==> config.mk <==
export PLATFORM = sky130hd
export DESIGN_NAME = imem_boot_loader_flat
export DESIGN_NICKNAME = d
export VERILOG_FILES = /design/src/rtl/imem_boot_loader_pkg.sv /design/src/rtl/imem_boot_loader_if.sv /design/src/rtl/imem_boot_loader_word_assembler.sv /design/src/rtl/imem_boot_loader.sv /design/src/flat_wrapper.sv
export SDC_FILE = /design/constraint.sdc
export NUM_CORES = 1
export LEC_CHECK = 0
export BUFFER_PORTS_ARGS = -buffer_cell sky130_fd_sc_hd__buf_2
export CORE_MARGIN = 8
export CORE_UTILIZATION = 45
export CTS_CLUSTER_SIZE = 24
export DETAILED_ROUTE_END_ITERATION = 12
export PLACE_DENSITY_LB_ADDON = 0.12
export SETUP_SLACK_MARGIN = 0.4
export SKIP_CTS_REPAIR_TIMING = 1
export SLEW_MARGIN = 20
export SYNTH_ARGS = -nofsm -noshare
export SYNTH_HDL_FRONTEND = slang
export SYNTH_HIERARCHICAL = 1
export SYNTH_SLANG_ARGS = --single-unit
==> constraint.sdc <==
create_clock -name clk -period 2.02 [get_ports clk]
set_input_delay 0.303 -clock clk [delete_from_list [all_inputs] [get_ports clk]]
set_output_delay 0.303 -clock clk [all_outputs]
set_load 0.02 [all_outputs]
==> src/rtl/imem_boot_loader_pkg.sv <==
// Shared types for the instruction-memory boot loader: FSM state encoding and stream geometry.
// Latency: n/a (declarations only).
// Backpressure: n/a.
package imem_boot_loader_pkg;

    localparam int WORD_BYTES = 4;
    localparam int LEN_W      = 16;

    typedef enum logic [2:0] {
        S_LEN_HI,
        S_LEN_LO,
        S_DATA,
        S_WRITE,
`ifdef IMEM_BOOT_LOADER_CHECKSUM_EN
        S_CHK,
`endif
        S_DONE,
        S_ERR
    } state_t;

endpackage

==> src/rtl/imem_boot_loader_if.sv <==
// Byte-stream input and instruction-memory write port of the boot loader.
// Latency: n/a (wiring only).
// Backpressure: byte_ready gates the byte stream; the imem write port has none.
interface imem_boot_loader_if;

    logic        byte_valid;
    logic [7:0]  byte_data;
    logic        byte_ready;
    logic        imem_we;
    logic [31:0] imem_addr;
    logic [31:0] imem_wdata;
    logic        core_run;
    logic        load_err;
    logic [15:0] words_loaded;

    modport slave (
        input  byte_valid, byte_data,
        output byte_ready, imem_we, imem_addr, imem_wdata, core_run, load_err, words_loaded
    );

    modport master (
        output byte_valid, byte_data,
        input  byte_ready, imem_we, imem_addr, imem_wdata, core_run, load_err, words_loaded
    );

endinterface

==> src/rtl/imem_boot_loader_word_assembler.sv <==
// Shifts accepted bytes into a big-endian 32-bit word and pulses word_full on the 4th byte.
// Latency: word_full is combinational with the 4th shift strobe; word_dat updates on that edge.
// Backpressure: none; the caller only asserts shift_en on an accepted byte.
module boot_word_assembler
    import imem_boot_loader_pkg::*;
(
    input  logic        clk,
    input  logic        clr_n,
    input  logic        shift_en,
    input  logic [7:0]  byte_dat,
    output logic [31:0] word_dat,
    output logic        word_full
);

    logic [31:0] word_q, word_d;
    logic [1:0]  cnt_q, cnt_d;

    always_comb begin
        word_d = word_q;
        cnt_d  = cnt_q;
        if (shift_en) begin
            word_d = {word_q[23:0], byte_dat};
            cnt_d  = cnt_q + 2'd1;
        end
    end

    always_ff @(posedge clk or negedge clr_n) begin
        if (!clr_n) begin
            word_q <= '0;
            cnt_q  <= '0;
        end else begin
            word_q <= word_d;
            cnt_q  <= cnt_d;
        end
    end

    assign word_dat  = word_q;
    assign word_full = shift_en && (cnt_q == 2'(WORD_BYTES - 1));

endmodule

==> src/rtl/imem_boot_loader.sv <==
// Loads a length-prefixed byte image into instruction memory, then releases the core (IMEM_BOOT_LOADER_CHECKSUM_EN adds a trailing XOR byte).
// Latency: imem_we is high the cycle after a word's 4th byte is accepted; minimum word period 5 cycles.
// Backpressure: byte_ready drops during the write cycle and permanently once done or in error.
module imem_boot_loader
    import imem_boot_loader_pkg::*;
#(
    parameter int          MAX_WORDS = 256,
    parameter logic [31:0] BASE_ADDR = 32'h0000_0000
) (
    input  logic              clk,
    input  logic              rst_n,
    imem_boot_loader_if.slave bus
);

`ifdef IMEM_BOOT_LOADER_CHECKSUM_EN
    localparam state_t S_END = S_CHK;
`else
    localparam state_t S_END = S_DONE;
`endif

    state_t             state_q, state_d;
    logic [LEN_W-1:0]   len_q, len_d;
    logic [LEN_W-1:0]   len_full;
    logic [31:0]        addr_q, addr_d;
    logic [15:0]        words_q, words_d;
    logic               imem_we_q, imem_we_d;
    logic               core_run_q, core_run_d;
    logic               load_err_q, load_err_d;
    logic               rdy_state;
    logic               accept;
    logic               word_full;
    logic [31:0]        word_dat;
`ifdef IMEM_BOOT_LOADER_CHECKSUM_EN
    logic [7:0]         xor_q, xor_d;
`endif

    always_comb begin
        rdy_state = 1'b0;
        case (state_q)
            S_LEN_HI, S_LEN_LO, S_DATA: rdy_state = 1'b1;
`ifdef IMEM_BOOT_LOADER_CHECKSUM_EN
            S_CHK:                      rdy_state = 1'b1;
`endif
            default:                    rdy_state = 1'b0;
        endcase
    end

    // Ready is held low while reset is asserted, then follows the state.
    assign bus.byte_ready = rdy_state && rst_n;
    assign accept         = bus.byte_valid && bus.byte_ready;
    assign len_full       = {len_q[LEN_W-1:8], bus.byte_data};

    boot_word_assembler u_asm (
        .clk       (clk),
        .clr_n     (rst_n),
        .shift_en  (accept && (state_q == S_DATA)),
        .byte_dat  (bus.byte_data),
        .word_dat  (word_dat),
        .word_full (word_full)
    );

    always_comb begin
        state_d = state_q;
        len_d   = len_q;
        addr_d  = addr_q;
        words_d = words_q;
`ifdef IMEM_BOOT_LOADER_CHECKSUM_EN
        xor_d   = xor_q;
`endif
        case (state_q)
            S_LEN_HI: begin
                if (accept) begin
                    len_d[LEN_W-1:8] = bus.byte_data;
                    state_d          = S_LEN_LO;
                end
            end
            S_LEN_LO: begin
                if (accept) begin
                    len_d = len_full;
                    if (len_full == '0)
                        state_d = S_END;
                    else if (len_full > LEN_W'(MAX_WORDS))
                        state_d = S_ERR;
                    else
                        state_d = S_DATA;
                end
            end
            S_DATA: begin
`ifdef IMEM_BOOT_LOADER_CHECKSUM_EN
                if (accept)
                    xor_d = xor_q ^ bus.byte_data;
`endif
                if (word_full)
                    state_d = S_WRITE;
            end
            S_WRITE: begin
                addr_d  = addr_q + 32'd4;
                words_d = words_q + 16'd1;
                state_d = (words_d == len_q) ? S_END : S_DATA;
            end
`ifdef IMEM_BOOT_LOADER_CHECKSUM_EN
            S_CHK: begin
                if (accept)
                    state_d = (bus.byte_data == xor_q) ? S_DONE : S_ERR;
            end
`endif
            default: state_d = state_q;
        endcase
        imem_we_d  = (state_d == S_WRITE);
        core_run_d = (state_d == S_DONE);
        load_err_d = (state_d == S_ERR);
    end

    always_ff @(posedge clk or negedge rst_n) begin
        if (!rst_n) begin
            state_q    <= S_LEN_HI;
            len_q      <= '0;
            addr_q     <= BASE_ADDR;
            words_q    <= '0;
            imem_we_q  <= 1'b0;
            core_run_q <= 1'b0;
            load_err_q <= 1'b0;
`ifdef IMEM_BOOT_LOADER_CHECKSUM_EN
            xor_q      <= '0;
`endif
        end else begin
            state_q    <= state_d;
            len_q      <= len_d;
            addr_q     <= addr_d;
            words_q    <= words_d;
            imem_we_q  <= imem_we_d;
            core_run_q <= core_run_d;
            load_err_q <= load_err_d;
`ifdef IMEM_BOOT_LOADER_CHECKSUM_EN
            xor_q      <= xor_d;
`endif
        end
    end

    assign bus.imem_we      = imem_we_q;
    assign bus.imem_addr    = addr_q;
    assign bus.imem_wdata   = word_dat;
    assign bus.core_run     = core_run_q;
    assign bus.load_err     = load_err_q;
    assign bus.words_loaded = words_q;

endmodule
==> src/flat_wrapper.sv <==
// flat-port wrapper written by rule: the top's interface ports become plain ports
module imem_boot_loader_flat import imem_boot_loader_pkg::*;
#(
    parameter int          MAX_WORDS = 256,
    parameter logic [31:0] BASE_ADDR = 32'h0000_0000
)
  (clk, rst_n, bus_byte_valid, bus_byte_data, bus_byte_ready, bus_imem_we, bus_imem_addr, bus_imem_wdata, bus_core_run, bus_load_err, bus_words_loaded);
  imem_boot_loader_if bus_i ();
  input  logic clk;
  input  logic rst_n;
  input wire logic [$bits(bus_i.byte_valid)-1:0] bus_byte_valid;
  input wire logic [$bits(bus_i.byte_data)-1:0] bus_byte_data;
  output wire logic [$bits(bus_i.byte_ready)-1:0] bus_byte_ready;
  output wire logic [$bits(bus_i.imem_we)-1:0] bus_imem_we;
  output wire logic [$bits(bus_i.imem_addr)-1:0] bus_imem_addr;
  output wire logic [$bits(bus_i.imem_wdata)-1:0] bus_imem_wdata;
  output wire logic [$bits(bus_i.core_run)-1:0] bus_core_run;
  output wire logic [$bits(bus_i.load_err)-1:0] bus_load_err;
  output wire logic [$bits(bus_i.words_loaded)-1:0] bus_words_loaded;
  assign bus_i.byte_valid = bus_byte_valid;
  assign bus_i.byte_data = bus_byte_data;
  assign bus_byte_ready = bus_i.byte_ready;
  assign bus_imem_we = bus_i.imem_we;
  assign bus_imem_addr = bus_i.imem_addr;
  assign bus_imem_wdata = bus_i.imem_wdata;
  assign bus_core_run = bus_i.core_run;
  assign bus_load_err = bus_i.load_err;
  assign bus_words_loaded = bus_i.words_loaded;
  imem_boot_loader #(.MAX_WORDS(MAX_WORDS), .BASE_ADDR(BASE_ADDR)) u_core (.clk(clk), .rst_n(rst_n), .bus(bus_i));
endmodule
### After elaboration in Yosys (flattened, before gate mapping)

Index checks and enable logic that the tools add are counted.

| storage, ports and cells | value |
|---|---|
| register bits after elaboration | 104 |
| bits in read-only memories | 0 |
| logic and storage cells | 42 |
| input port bits | 11 |
| memories kept | 0 |
| latch bits | 0 |
| memory bits (writable) | 0 |
| output and inout port bits | 84 |

| cells by class | value |
|---|---|
| add/subtract/negate cells | 3 |
| shifts and indexed selects | 0 |
| muxes and demuxes | 10 |
| bitwise gates (word level) | 1 |
| magnitude comparators | 1 |
| div/mod/pow operators | 0 |
| reductions and logical operators | 9 |
| multiply operators | 0 |
| eq/ne operators | 8 |

Operators with widths:

| kind | count |
|---|---|
| $add 32x3->32 const B | 1 |
| $mux 3 | 6 |
| $add 16x1->16 const B | 1 |
| $eq 16x16->1 | 1 |
| $gt 16x9->1 const B | 1 |
| $logic_not 16->1 | 1 |
| $pmux 8 s2 | 1 |
| $pmux 3 s4 | 1 |
| $eq 3x2->1 const B | 3 |
| $mux 8 | 1 |
| $eq 3x3->1 const B | 2 |
| $logic_and 1x1->1 | 4 |
| $eq 3x1->1 const B | 1 |
| $logic_not 3->1 | 1 |
| $reduce_and 3->1 | 1 |
| $reduce_or 3->1 | 1 |
| $add 2x1->2 const B | 1 |
| $eq 2x2->1 const B | 1 |
| $reduce_and 2->1 | 1 |
| $mux 1 | 1 |
| $not 1->1 | 1 |

### Longest topological paths before layout

| depth | value |
|---|---|
| depth after elaboration | 10 |
| gate-level depth with buffers | 11 |
| depth with buffers taken out | 8 |

### By module

The synthesis kept the hierarchy.

By module, submodules not included:

| module | area an instance (um2) | cells an instance | times used | seq. area each (um2) |
|---|---|---|---|---|
| imem_boot_loader | 3500.9 | 327 | 1 | 1701.6 |
| boot_word_assembler | 1426.4 | 74 | 1 | 850.8 |

### Least setup slack after synthesis

OpenSTA, ideal clock, no wires.

| path | value |
|---|---|
| path type | reg-to-reg |
| start | register u_core.words_q[0] (netlist: u_core/bus.words_loaded[0]) |
| end | register u_core.core_run_q (netlist: u_core/bus.core_run) |
| period minus slack after synthesis | 2.181 ns |
| setup slack | -0.161 ns |
| path buffers | 1 |
| cell stages (with the launch flop) | 9 |
| required time | 1.933 ns |
| setup time | 0.087 ns |
| arrival | 2.095 ns |
| cells stage by stage | dfrtp_1 ha_1 buf_2 nand4_2 nor3_1 mux2_2 a31oi_1 o2111ai_1 a211oi_2 |

| on the way | value |
|---|---|
| longest elaborated chain between the ends | 5 |

RTL lines:

| what | line | RTL |
|---|---|---|
| start: declaration | imem_boot_loader.sv:25 | `logic [15:0] words_q, words_d;` |
| start signal: assignment | imem_boot_loader.sv:130 | `words_q <= words_d;` |
| $add 16x1->16 | imem_boot_loader.sv:98 | `words_d = words_q + 16'd1;` |
| $eq 16x16->1 | imem_boot_loader.sv:99 | `state_d = (words_d == len_q) ? S_END : S_DATA;` |
| $mux 3 | imem_boot_loader.sv:99 |  |
| $pmux 3 s4 | imem_boot_loader.sv:70 | `case (state_q)` |
| $eq 3x3->1 | imem_boot_loader.sv:110 | `core_run_d = (state_d == S_DONE);` |
| net u_core.core_run_d | imem_boot_loader.sv:27 | `logic core_run_q, core_run_d;` |
| end signal: assignment | imem_boot_loader.sv:132 | `core_run_q <= core_run_d;` |
| end: declaration | imem_boot_loader.sv:27 |  |

The timed path passes the listed nets, and every way through them passes these cells.
A chain may end at the register's enable or synchronous reset.

### Worst setup path in the final report

| path | value |
|---|---|
| start | register u_core.words_q[1] (netlist: u_core/bus.words_loaded[1]) |
| end | register u_core.core_run_q (netlist: u_core/bus.core_run) |

Same word-level chain as after synthesis.

==> metrics.csv <==
stage,metric,value,unit
die,DIE HEIGHT,120.6,um
global_routing,pin count of the biggest net entering global routing,103,
critical_path,CP arrival,2.30,ns
cts,cts bufs inserted,9,
detailed_routing,Post-DRT Antenna Nets,0,
yosys,register bit total from synthesis,102,
yosys,async set-reset flop share out of synthesis,1.000,
timing,Period minus WS final,2.029,ns
placed_design,Placed Cells incl. Taps,643,
critical_path,CP Max Fanout,6,
yosys,YS warnings,6,
detailed_routing,Detailed Route Iter0 Violations,156,
timing,"Slew Viols, Final",0,
status,status,finished with violations,
cts,root buf cell,clkbuf_8,
critical_path,CP Cell Sequence,ha_4 -> nand4_4 -> buf_4 -> nor3_1 -> o21ai_0 -> a21oi_2 -> o2111ai_4 -> a211oi_2,
cts,Clock Sink Count,102,
timing,Final setup viols,1,
global_routing,vias in the first global route,3433,
die,chip width,120.6,um
cts,clk slew on worst S/H paths,0.10,ns
detailed_routing,drt pass-1 iters,4,
cts,clk_lat worst skew,0.36,ns
job,max-cap viol count,0,
timing,Worst slew margin,0.6458,
pwr,Peak VDD IR,0.0002629,V
critical_path,largest delay contributor family on the critical path,compound AO/OA/AOI/OAI gates,
yosys,Gate Count Post-Synth,401,
yosys,synthesized area,0.004927,mm^2
yosys,Main synth FF type,dfrtp_1,
critical_path,WP buf/inv,1,
critical_path,Worst setup EP type,register,
critical_path,Startpoint Class,register,
cts,H-tree levels,3,
die,std cell rows,38,
critical_path,worst setup path class,register to register,
critical_path,R2R Path Start,u_core/bus.words_loaded[1],
cells_and_area,Multi-input gate area,0.002411,mm^2
placed_design,hpwl dp,8.225,mm
global_routing,total grt overflow,0,
cells_and_area,fraction of layout cells with a size suffix above 1,0.4662,
die,Core ar.,0.01075,mm^2
yosys,"EDFF count, synth",0,
min_path,hold crit path type,input port to async pin,
cts,maximum buffer depth of the clock tree,2,
die,DIE AREA,0.01455,mm^2
cells_and_area,register area,0.002571,mm^2
yosys,Unique masters post-synth,53,
yosys,Synth Area per Inst,12.29,um^2
critical_path,CP required,2.29,ns
global_routing,initial antenna violation count,0,
detailed_routing,DRT Wirelength,11.52,mm
critical_path,crit-path max cell delay,0.43,ns
detailed_routing,WL/cell,17.14,um
timing,Worst Hold Margin,0.03445,ns
cts,TritonCTS clock tree,done,
placed_design,I/O Buffers,92,
die,I/O pin total,95,
detailed_routing,Post-route DRC,0,
cells_and_area,Area Growth Syn to Fin,25.42,%
cells_and_area,FILL cells,949,
timing,RSZ-0062 raised after global routing,true,
timing,final hold vios,0,
pwr,P_leak,3.139,nW
critical_path,CP startpoint,u_core/bus.words_loaded[1],
global_routing,gr usage total,0.1533,
cells_and_area,Layout Nets,541,
timing,clk_skew,0.01285,ns
pwr,Power Dens Cells,551.8,mW/mm^2
die,Starting Density,0.4585,
timing,slew of the pin with the lowest slew margin,0.5313,ns
critical_path,CP max stage cell,dfrtp_2,
detailed_routing,routed vias/inst,5.167,
status,violated checks,setup timing,
cells_and_area,final non-filler cell total,672,
detailed_routing,via count,3472,
cells_and_area,Finished Core Util,0.5751,
timing,final worst setup slack,-0.009352,ns
timing,Tcrit/Tclk final,1.005,
cells_and_area,ant diodes,0,
yosys,post-synthesis sequential area ratio,0.5180,
timing,highest clock rate,492.8,MHz
global_routing,global-route wire length before repair,17.91,mm
placed_design,GP Congestion,0.8244,
==> through the flow <==
step | setup WS (ns) | TNS, ns | total power [mW] | area [um^2]
after global routing | -0.2078 | -0.5028 | 3.553 | 6180
after floorplan | 0.08105 | 0 | 2.157 | 5050
after CTS | -0.02092 | -0.02638 | 3.468 | 5951
final | -0.009352 | -0.009352 | 3.410 | 6180
after detailed placement | -0.001945 | -0.001945 | 2.243 | 5767
after global placement | 0.08772 | 0 | 2.240 | 5767
==> power by group <==
group	internal (mW)	switching, mW	total [mW]
logic	0.0422	0.0869	0.129
clock network	0.517	0.692	1.21
registers	2.06	0.0161	2.07
total	2.62	0.795	3.41
==> cell families after synthesis <==
kind of cell             Yosys count  share of synthesized area
XOR/XNOR                          62                     0.1102
flip-flops                       102                     0.5180
buffers and inverters             24                    0.03352
multiplexers                      50                     0.1356
AND/OR/NAND/NOR                  131                     0.1539
other                              1                  0.0007611
adder cells (fa/ha/maj)            3                   0.007619
AO/OA/AOI/OAI                     28                    0.04038
==> flip-flops by register name (all words and copies together) (netlist names) <==
| register | flops |
|---|---|
| u_core/u_asm/word_dat | 32 |
| u_core/bus.load_err | 1 |
| u_core/bus.words_loaded | 16 |
| u_core/bus.imem_we | 1 |
| u_core/bus.core_run | 1 |
| u_core/u_asm/cnt_q | 2 |
| u_core/bus.imem_addr | 30 |
| u_core/state_q | 3 |
| u_core/len_q | 16 |
==> path summary, 6_finish.rpt <==
check	end	slack, ns	cells after the start
max in group asynchronous	u_core/bus.words_loaded[13]	1.57	2
worst min register to register	u_core/bus.imem_addr[31]	0.46	1
worst max register to register	u_core/bus.core_run	-0.009	8
min in group clk	u_core/u_asm/word_dat[0]	0.23	2
worst max-delay path	u_core/bus.core_run	-0.009	8
worst min-delay path	u_core/bus.imem_addr[27]	0.03	2
==> cells in the mapped netlist, types with 2 or more instances <==
library cell	instances	area, um^2
xor2_1	18	157.7
buf_4	3	22.52
nand3b_1	4	30.03
buf_2	5	25.02
ha_1	3	37.54
nor2_1	16	60.06
a21oi_1	4	20.02
and4_1	4	35.03
nor3_1	10	50.05
mux2_4	28	420.4
nand3_1	16	80.08
and2_1	3	18.77
mux2_2	22	247.7
a211oi_1	3	22.52
dfrtp_1	102	2552
xnor2_1	44	385.4
nor3b_1	3	22.52
nand4_1	11	68.82
inv_1	5	18.77
nor4_1	5	31.28
and3_1	8	50.05
clkbuf_1	6	22.52
o21ai_0	5	25.02
a31oi_1	3	18.77
nand2_1	34	127.6
buf_12	3	60.06
nor4_2	2	25.02
or3_1	4	25.02
o211ai_1	3	22.52
==> final cells by class <==
cell class / count / share of cell area
flip-flops and latches: 102 / 0.4161
multi-input cells: 276 / 0.3902
repair buffers: 133 / 0.1326
well taps: 140 / 0.02835
clock buffers: 11 / 0.02450
clock inverters: 5 / 0.005264
inverters: 5 / 0.003037
==> per-layer routing <==
layer	GRT usage	vias up	routed length, um
li1	-	1662	-
met1	0.2058	1727	5336
met2	0.2390	73	5496
met3	0.03963	10	548
met4	0.04528	0	138
met5	0	-	0
==> cells in the final DEF, fill, tap and decap left out, types with 3 or more instances in the layout <==
cell,netlist,final
a211oi_2,1,3
and3_1,8,8
and4_1,4,3
buf_2,5,90
buf_4,3,39
clkbuf_8,0,11
clkinv_2,0,3
dfrtp_1,102,87
dfrtp_2,0,15
inv_1,5,5
mux2_2,22,21
mux2_4,28,29
nand2_1,34,32
nand3_1,16,15
nand3b_1,4,4
nand4_1,11,11
nor2_1,16,14
nor3_1,10,7
nor3b_1,3,3
nor4_2,2,3
nor4_4,1,3
o211ai_1,3,3
o21ai_0,5,5
or3_1,4,4
xnor2_1,44,44
xor2_1,18,18
No activity file was read; power rests on OpenSTA's default activity.
